File: src/rtl/lvds_panel_timing_gen_if.sv
// ============================================================================
// Module   : lvds_panel_timing_gen_if
// Brief    : Control, pixel-source and serialiser-side bundle for the panel
//            timing generator.
// Revision : 1.0 - initial release
// ============================================================================
`default_nettype none

interface lvds_panel_timing_gen_if #(
  parameter int CHANNELS = 1
) ();
  logic                     en;
  logic [2:0]               mode;
  logic [17:0]              fg_color;
  logic [18*CHANNELS-1:0]   pix_in;
  logic                     pix_req;
  logic [21*CHANNELS-1:0]   lvds_data;
  logic                     frame_start;
  logic [15:0]              frame_count;

  modport master (
    output en, mode, fg_color, pix_in,
    input  pix_req, lvds_data, frame_start, frame_count
  );

  modport slave (
    input  en, mode, fg_color, pix_in,
    output pix_req, lvds_data, frame_start, frame_count
  );
endinterface

`default_nettype wire

File: src/rtl/lvds_panel_timing_gen.sv
// ============================================================================
// Module   : lvds_panel_timing_gen
// Brief    : Raster timing, test-pattern and 7:1 LVDS word packer for one or
//            two pixels per clock.
// Revision : 1.0 - initial release
// ============================================================================
`default_nettype none

module lvds_panel_timing_gen #(
  parameter int H_ACTIVE = 1366,
  parameter int H_FRONT  = 48,
  parameter int H_SYNC   = 32,
  parameter int H_BACK   = 94,
  parameter int V_ACTIVE = 768,
  parameter int V_FRONT  = 3,
  parameter int V_SYNC   = 6,
  parameter int V_BACK   = 3,
  parameter bit HS_POL   = 1'b0,
  parameter bit VS_POL   = 1'b0,
  parameter int CHANNELS = 1
) (
  input logic                    clk,
  input logic                    rst,
  lvds_panel_timing_gen_if.slave bus
);

  localparam int c_h_total  = H_ACTIVE + H_FRONT + H_SYNC + H_BACK;
  localparam int c_v_total  = V_ACTIVE + V_FRONT + V_SYNC + V_BACK;
  localparam int c_width_px = H_ACTIVE * CHANNELS;
  localparam int c_bw       = ((c_width_px / 8) > 0) ? (c_width_px / 8) : 1;

  localparam logic [11:0] c_h_last  = 12'(c_h_total - 1);
  localparam logic [11:0] c_v_last  = 12'(c_v_total - 1);
  localparam logic [11:0] c_h_act   = 12'(H_ACTIVE);
  localparam logic [11:0] c_v_act   = 12'(V_ACTIVE);
  localparam logic [11:0] c_hs_beg  = 12'(H_ACTIVE + H_FRONT);
  localparam logic [11:0] c_hs_end  = 12'(H_ACTIVE + H_FRONT + H_SYNC);
  localparam logic [11:0] c_vs_beg  = 12'(V_ACTIVE + V_FRONT);
  localparam logic [11:0] c_vs_end  = 12'(V_ACTIVE + V_FRONT + V_SYNC);
  localparam logic [11:0] c_y_last  = 12'(V_ACTIVE - 1);
  localparam logic [15:0] c_x_last  = 16'(c_width_px - 1);
  localparam logic [15:0] c_bw16    = 16'(c_bw);
  localparam logic [15:0] c_chn     = 16'(CHANNELS);
  localparam logic [17:0] c_white   = 18'h3FFFF;

  localparam logic [2:0] c_mode_ext    = 3'd0;
  localparam logic [2:0] c_mode_solid  = 3'd1;
  localparam logic [2:0] c_mode_bars   = 3'd2;
  localparam logic [2:0] c_mode_ramp   = 3'd3;
  localparam logic [2:0] c_mode_check  = 3'd4;
  localparam logic [2:0] c_mode_border = 3'd5;

  logic [11:0]              r_hcnt;
  logic [11:0]              r_vcnt;
  logic [2:0]               r_mode;
  logic [17:0]              r_fg;
  logic [21*CHANNELS-1:0]   r_lvds;
  logic                     r_fs;
  logic [15:0]              r_fc;

  logic                     w_origin;
  logic                     w_h_last;
  logic                     w_v_last;
  logic                     w_frame_end;
  logic                     w_latch;
  logic [2:0]               w_mode;
  logic [17:0]              w_fg;
  logic                     w_active;
  logic                     w_hs_on;
  logic                     w_vs_on;
  logic                     w_hs;
  logic                     w_vs;
  logic                     w_ext;
  logic [21*CHANNELS-1:0]   w_word;
  logic [21*CHANNELS-1:0]   w_rst_word;

  // Pattern colour for one pixel; outside-active blanking is applied by the caller.
  function automatic logic [17:0] pattern(
    input logic [2:0]  mode,
    input logic [15:0] x,
    input logic [11:0] y,
    input logic [17:0] fg,
    input logic [17:0] ext
  );
    logic [15:0] bar;
    logic [2:0]  idx;
    logic        on_border;
    logic [17:0] res;
    bar       = x / c_bw16;
    idx       = (bar > 16'd7) ? 3'd7 : bar[2:0];
    on_border = (x == 16'd0) || (x == c_x_last) || (y == 12'd0) || (y == c_y_last);
    case (mode)
      c_mode_solid:  res = fg;
      // Bar order white..black maps R/G/B to inverted index bits 1/2/0.
      c_mode_bars:   res = {{6{~idx[1]}}, {6{~idx[2]}}, {6{~idx[0]}}};
      c_mode_ramp:   res = {x[5:0], x[5:0], x[5:0]};
      c_mode_check:  res = (x[5] ^ y[5]) ? c_white : 18'd0;
      c_mode_border: res = on_border ? c_white : 18'd0;
      default:       res = ext;
    endcase
    return res;
  endfunction

  function automatic logic [20:0] pack(
    input logic [17:0] p,
    input logic        hs,
    input logic        vs,
    input logic        de
  );
    logic [5:0] r;
    logic [5:0] g;
    logic [5:0] b;
    r = p[17:12];
    g = p[11:6];
    b = p[5:0];
    return {b[2], b[3], b[4], b[5], hs, vs, de,
            g[1], g[2], g[3], g[4], g[5], b[0], b[1],
            r[0], r[1], r[2], r[3], r[4], r[5], g[0]};
  endfunction

  assign w_origin    = (r_hcnt == 12'd0) && (r_vcnt == 12'd0);
  assign w_h_last    = (r_hcnt == c_h_last);
  assign w_v_last    = (r_vcnt == c_v_last);
  assign w_frame_end = w_h_last && w_v_last;
  assign w_latch     = bus.en && w_origin;

  // The first pixel of a frame already uses the newly sampled mode/colour.
  assign w_mode = w_latch ? bus.mode     : r_mode;
  assign w_fg   = w_latch ? bus.fg_color : r_fg;

  assign w_active = bus.en && (r_hcnt < c_h_act) && (r_vcnt < c_v_act);
  assign w_hs_on  = bus.en && (r_hcnt >= c_hs_beg) && (r_hcnt < c_hs_end);
  assign w_vs_on  = bus.en && (r_vcnt >= c_vs_beg) && (r_vcnt < c_vs_end);
  assign w_hs     = w_hs_on ? HS_POL : ~HS_POL;
  assign w_vs     = w_vs_on ? VS_POL : ~VS_POL;
  assign w_ext    = (w_mode == c_mode_ext) || (w_mode[2] && w_mode[1]);

  assign bus.pix_req     = !rst && w_active && w_ext;
  assign bus.lvds_data   = r_lvds;
  assign bus.frame_start = r_fs;
  assign bus.frame_count = r_fc;

  for (genvar c = 0; c < CHANNELS; c++) begin : g_ch
    localparam logic [15:0] c_off = 16'(c);
    logic [15:0] w_x;
    logic [17:0] w_rgb;

    assign w_x   = ({4'd0, r_hcnt} * c_chn) + c_off;
    assign w_rgb = w_active ? pattern(w_mode, w_x, r_vcnt, w_fg, bus.pix_in[18*c +: 18])
                            : 18'd0;
    assign w_word[21*c +: 21]     = pack(w_rgb, w_hs, w_vs, w_active);
    assign w_rst_word[21*c +: 21] = pack(18'd0, ~HS_POL, ~VS_POL, 1'b0);
  end

  always_ff @(posedge clk) begin
    if (rst || !bus.en) begin
      r_hcnt <= 12'd0;
      r_vcnt <= 12'd0;
    end else if (w_h_last) begin
      r_hcnt <= 12'd0;
      r_vcnt <= w_v_last ? 12'd0 : r_vcnt + 12'd1;
    end else begin
      r_hcnt <= r_hcnt + 12'd1;
    end
  end

  always_ff @(posedge clk) begin
    if (rst) begin
      r_mode <= c_mode_bars;
      r_fg   <= 18'd0;
    end else if (w_latch) begin
      r_mode <= bus.mode;
      r_fg   <= bus.fg_color;
    end
  end

  // A wrap is counted even when en drops on the same cycle.
  always_ff @(posedge clk) begin
    if (rst) begin
      r_lvds <= w_rst_word;
      r_fs   <= 1'b0;
      r_fc   <= 16'd0;
    end else begin
      r_lvds <= w_word;
      r_fs   <= w_latch;
      if (w_frame_end) begin
        r_fc <= r_fc + 16'd1;
      end
    end
  end

endmodule

`default_nettype wire

File: src/flat_wrapper.sv
// flat-port wrapper written by rule: the top's interface ports become plain ports
module lvds_panel_timing_gen_flat 
#(
  parameter int H_ACTIVE = 1366,
  parameter int H_FRONT  = 48,
  parameter int H_SYNC   = 32,
  parameter int H_BACK   = 94,
  parameter int V_ACTIVE = 768,
  parameter int V_FRONT  = 3,
  parameter int V_SYNC   = 6,
  parameter int V_BACK   = 3,
  parameter bit HS_POL   = 1'b0,
  parameter bit VS_POL   = 1'b0,
  parameter int CHANNELS = 1
)
  (clk, rst, bus_en, bus_mode, bus_fg_color, bus_pix_in, bus_pix_req, bus_lvds_data, bus_frame_start, bus_frame_count);
  lvds_panel_timing_gen_if #(.CHANNELS(CHANNELS)) bus_i ();
  input logic clk;
  input logic rst;
  input wire logic [$bits(bus_i.en)-1:0] bus_en;
  input wire logic [$bits(bus_i.mode)-1:0] bus_mode;
  input wire logic [$bits(bus_i.fg_color)-1:0] bus_fg_color;
  input wire logic [$bits(bus_i.pix_in)-1:0] bus_pix_in;
  output wire logic [$bits(bus_i.pix_req)-1:0] bus_pix_req;
  output wire logic [$bits(bus_i.lvds_data)-1:0] bus_lvds_data;
  output wire logic [$bits(bus_i.frame_start)-1:0] bus_frame_start;
  output wire logic [$bits(bus_i.frame_count)-1:0] bus_frame_count;
  assign bus_i.en = bus_en;
  assign bus_i.mode = bus_mode;
  assign bus_i.fg_color = bus_fg_color;
  assign bus_i.pix_in = bus_pix_in;
  assign bus_pix_req = bus_i.pix_req;
  assign bus_lvds_data = bus_i.lvds_data;
  assign bus_frame_start = bus_i.frame_start;
  assign bus_frame_count = bus_i.frame_count;
  lvds_panel_timing_gen #(.H_ACTIVE(H_ACTIVE), .H_FRONT(H_FRONT), .H_SYNC(H_SYNC), .H_BACK(H_BACK), .V_ACTIVE(V_ACTIVE), .V_FRONT(V_FRONT), .V_SYNC(V_SYNC), .V_BACK(V_BACK), .HS_POL(HS_POL), .VS_POL(VS_POL), .CHANNELS(CHANNELS)) u_core (.clk(clk), .rst(rst), .bus(bus_i));
endmodule
File: config.mk
export PLATFORM = sky130hd
export DESIGN_NAME = lvds_panel_timing_gen_flat
export DESIGN_NICKNAME = d
export VERILOG_FILES = /design/src/rtl/lvds_panel_timing_gen_if.sv /design/src/rtl/lvds_panel_timing_gen.sv /design/src/flat_wrapper.sv
export SDC_FILE = /design/constraint.sdc
export NUM_CORES = 1
export LEC_CHECK = 0
export ABC_AREA = 1
export CAP_MARGIN = 25
export CORE_MARGIN = 3
export CORE_UTILIZATION = 45
export CTS_BUF_LIST = sky130_fd_sc_hd__clkbuf_2 sky130_fd_sc_hd__clkbuf_4 sky130_fd_sc_hd__clkbuf_8
export DETAILED_ROUTE_END_ITERATION = 7
export GPL_TIMING_DRIVEN = 0
export PLACE_DENSITY_LB_ADDON = 0.25
export SYNTH_ARGS = -nofsm -noshare
export SYNTH_HDL_FRONTEND = slang
export SYNTH_SLANG_ARGS = --single-unit
File: constraint.sdc
create_clock -name clk -period 8.1 [get_ports clk]
set_clock_uncertainty 0.2 [all_clocks]
set_input_delay 1.62 -clock clk [delete_from_list [all_inputs] [get_ports clk]]
set_output_delay 1.62 -clock clk [all_outputs]
set_load 0.02 [all_outputs]
# == Word-level counts from Yosys, hierarchy flattened ==
# Index checks and enable logic that the tools add are counted.
# op_classes
bitwise_logic,5
n_mux,9
div,1
order_cmp,7
reduce_logical,25
n_eq_ne,9
add_sub_neg,3
# ops
op,count
$pmux W18 S5,1
$mux W18,3
$add A12 B1 Y12 const B,2
$eq A12 B10 Y1 const B,2
$eq A12 B11 Y1 const B,2
$logic_not A12 Y1,2
$lt A12 B10 Y1 const B,2
$lt A12 B11 Y1 const B,2
$add A16 B1 Y16 const B,1
$div A12 B8 Y16 const B,1
$gt A16 B3 Y1 const B,1
$logic_not A16 Y1,1
$ge A12 B10 Y1 const B,1
$ge A12 B11 Y1 const B,1
$logic_and A1 B1 Y1,12
$mux W12,1
$eq A3 B2 Y1 const B,2
$eq A3 B3 Y1 const B,2
$mux W3,2
$logic_or A1 B1 Y1,5
$not A1 Y1,4
$reduce_or A2 Y1,2
$eq A3 B1 Y1 const B,1
$logic_not A3 Y1,1
other kinds (3),5
# totals
in_bits,42
word_cells,67
regBits,83
output_inout_bits,39

# == Longest topological paths before layout ==
# depth
word_depth,7
ltp_mapped,33
depth_no_buf,32

# == Worst setup path after synthesis ==
# No wires, ideal clock.
# synth_path
path_type,input to output
from,in rst
to,out bus_pix_req
required_ps,6280
path_buffers,2
t_arrival_ps,3022
stages,9
path_slack_ps,3258
path_cell_list,clkbuf_1 inv_1 nand2_1 inv_1 nand4_1 nor4_1 clkbuf_1 inv_1 nor2_1
# synth_via
elab_chain_cells,3
# synth_rtl
element,line,source
from (decl),flat_wrapper.sv:19,input logic rst;
$logic_not A1 Y1,lvds_panel_timing_gen.sv:138,assign bus.pix_req = !rst && w_active && w_ext;
$logic_and A1 B1 Y1 (2 in series),lvds_panel_timing_gen.sv:138,
to (decl),flat_wrapper.sv:24,output wire logic [$bits(bus_i.pix_req)-1:0] bus_pix_req;
# Every way passes these cells.

# == Worst setup path in the final report ==
# layout_path
from,in bus_en
to,out bus_pix_req
# layout_via
elab_chain_cells,5
word_cells_on_any_way,9
cone_classes,mux: 1; reduce/logical: 8
# layout_rtl
element,line,source
from (decl),flat_wrapper.sv:20,input wire logic [$bits(bus_i.en)-1:0] bus_en;
$logic_and A1 B1 Y1,lvds_panel_timing_gen.sv:125,assign w_latch = bus.en && w_origin;
$mux W3,lvds_panel_timing_gen.sv:128,assign w_mode = w_latch ? bus.mode : r_mode;
$logic_not A3 Y1 or $logic_and A1 B1 Y1 (tied branches),lvds_panel_timing_gen.sv:136,assign w_ext = (w_mode == c_mode_ext) || (w_mode[2] && w_mode[1]);
$logic_or A1 B1 Y1,lvds_panel_timing_gen.sv:136,
$logic_and A1 B1 Y1 *,lvds_panel_timing_gen.sv:138,
# Every way passes the cells marked *; elsewhere a longest branch is shown, timed or not.

==> metrics <==
Synth cell types 46; PostCTS Resize Cnt 0; CP max-delay cell clkdlybuf4s50_1; endpoints failing setup 0; max-slew violations 0; type of destination of the critical path primary output; worst-path maximum fanout 10; cell total after placement 907; Synth Warn # 0; status completed; post-synthesis sequential area ratio 34.9%; adder-cell share of the synthesized area 2.10%; pin count of the biggest net entering global routing 17; Core Area 10000 sq um; H-tree depth 3; flop2flop setup slack 4.51 ns; Antenna Cells 0; min Tclk post-route 6.17 ns; vias in the first global route 4578; initial antenna violation count 0; Inserted Clock Buffers 9; Initial Util 47.4%; Hold Vio Cnt, Final 0; leakage 2.44 nW; commonest non-fill, non-tap cells in the layout 138 x nand2_1, 100 x nor2_1, 83 x dfxtp_1; Initial DRC Count 269; hold-fix buffers at CTS 0; HPWL after detailed placement 9480 um; Worst-Skew Late Latency 0.37 ns; first-pass GRT wire length 20700 um; max-cap violation count 0; most common cell after layout, fill and taps aside nand2_1; Post-DRT Antenna Nets 0; port buffer count 79; Max-slew headroom 46.1%; Syn Nets 745; fin crit share 76.2%; synthesis-stage register bit count 83; Worst-path clk slew 0.09 ns; GPL Wtd Cong 0.923; RSZ-0062 raised after global routing false; Compound-Gate Fraction of Synth Area 13.6%; CTS tree yes; Hold Crit Class reg -> reg; die area 11900 sq um; Fin Setup TNS 0 ns; Non-Filler Instances 923; CTS Sinks 83; crit path launch type input port; Clock Path Buffers 2; DIE WIDTH 109 um; Cells after Synth 695; Synth Area in Simple Gates 36.1%; final WL 12200 um; num rows 36; Place WS 1.89 ns; Synth Cell Area 4760 sq um; share of cells above drive strength 1 11.1%; root buf cell clkbuf_8; Critical Setup Path Class in -> out; synth-to-layout area growth 25.0%; Avg WL per Cell 13.2 um; final core occ 59.3%; routed vias 4755; Total GRT Usage 21.4%; Peak VDD IR 0.0928 mV; CP cell instances clkdlybuf4s50_1, nand4_1, nor2_1, buf_2, nand2_1, nand2_1, o21ai_1, nand2_1, clkbuf_1, nor2_1, clkdlybuf4s50_1; CP required 6.28 ns; Max Clk Rate 162 MHz; PD cells 153 nW/um^2; largest family of logic cells by synthesized area simple AND/OR/NAND/NOR gates; Crit path arrival time 4.35 ns; Avg Cell Area, Syn 6.85 sq um; DR vias/cell 5.15; Tightest Pin Transition 0.802 ns; xor/xnor share of the synthesized area 1.44%; Die Span Y 109 um; post-synthesis mux area share 3.15%; setup repair bufs after CTS 0; post-route setup slack 1.93 ns; Congestion Overflow GR 0; Critical Path Most Common Cell nand2_1; I/O pin cnt 81; fin nets 835; DRC viols 0; Design Area, Final 5950 sq um; largest stage delay on the critical path 0.54 ns; fill count 928; placed instance area 5720 sq um; Detailed Routing Iterations Pass 1 5
==> sequential cells by signal (all words and copies together), names as in the netlist <==
signal                  count
u_core.r_mode               3
u_core.bus.lvds_data       21
u_core.bus.frame_count     16
u_core.r_hcnt              12
u_core.bus.frame_start      1
u_core.r_fg                18
u_core.r_vcnt              12
==> cell usage after synthesis, drive strengths merged <==
master,number,area (sq um)
o211a,2,20.0
dfxtp,83,1660
o21ai,40,208
buf,8,47.5
clkbuf,12,45.0
xnor2,1,8.76
a221oi,1,8.76
nand4,12,75.1
o2111ai,2,17.5
and3,2,12.5
o21a,3,22.5
a311oi,1,8.76
nand3,48,293
xor2,6,60.1
mux2i,15,150
a21oi,53,288
inv,84,315
nand2,164,714
a31oi,3,25.0
nor3,23,130
o31ai,1,7.51
clkinv,1,8.76
o211ai,1,7.51
nor4,7,43.8
ha,8,100
o221a,1,11.3
nor3b,2,15.0
nor2,108,435
a211oi,3,22.5
==> worst paths after layout <==
check	start	end	cells past startpoint
max	bus_en	bus_pix_req	11
min	u_core.bus.frame_count[15]	u_core.bus.frame_count[15]	2
max reg2reg	u_core.r_hcnt[5]	u_core.bus.frame_count[15]	20
min reg2reg	u_core.bus.frame_count[15]	u_core.bus.frame_count[15]	2
==> report_power, final <==
part / internal, mW / switching, mW
combinational: 0.0549 / 0.0773
sequential: 0.424 / 0.00455
clock: 0.179 / 0.171
total: 0.658 / 0.253
==> area by class of cell <==
| type | instances | area, sq um | share of cell area [%] |
|---|---|---|---|
| plain buffers | 20 | 92.6 | 1.56 |
| clock buffers | 9 | 124 | 2.08 |
| clock inverters | 7 | 108 | 1.81 |
| inverters | 85 | 324 | 5.44 |
| multi-input cells | 507 | 2690 | 45.1 |
| flip-flops and latches | 83 | 1660 | 27.9 |
| well taps | 133 | 166 | 2.80 |
| repair buffers | 79 | 791 | 13.3 |
==> kinds of logic (layout without fill, tap and decap cells) <==
group	count (synthesis)	in the layout
adders and majority gates	8	8
and+or+nand+nor	366	366
DFF	83	83
xor gates and xnor gates	7	7
muxes	15	15
AOI/OAI and AO/OA	111	111
buffers and inverters	105	200
==> stage by stage <==
stage / total power [mW] / hold WS, ns
final: 0.910 / 0.279
after global routing: 0.945 / 0.313
after CTS: 0.914 / 0.278
after detailed placement: 0.569 / 0.265
after global placement: 0.568 / 0.259
after floorplan: 0.511 / 0.244
==> critical path: cells and delay by family <==
family / cells / cell delay, ns
AND/OR/NAND/NOR: 6 / 0.91
AO/OA/AOI/OAI: 1 / 0.09
buffers and inverters: 4 / 1.71
==> layer usage <==
layer	up-vias	track usage, %	share of wire, %
met4	0	5.41	1.3
met2	160	38.1	47
li1	2445	-	-
met3	13	3.61	6.7
met1	2137	26.6	45
met5	-	0	0
(Power assumes the default switching activity.)
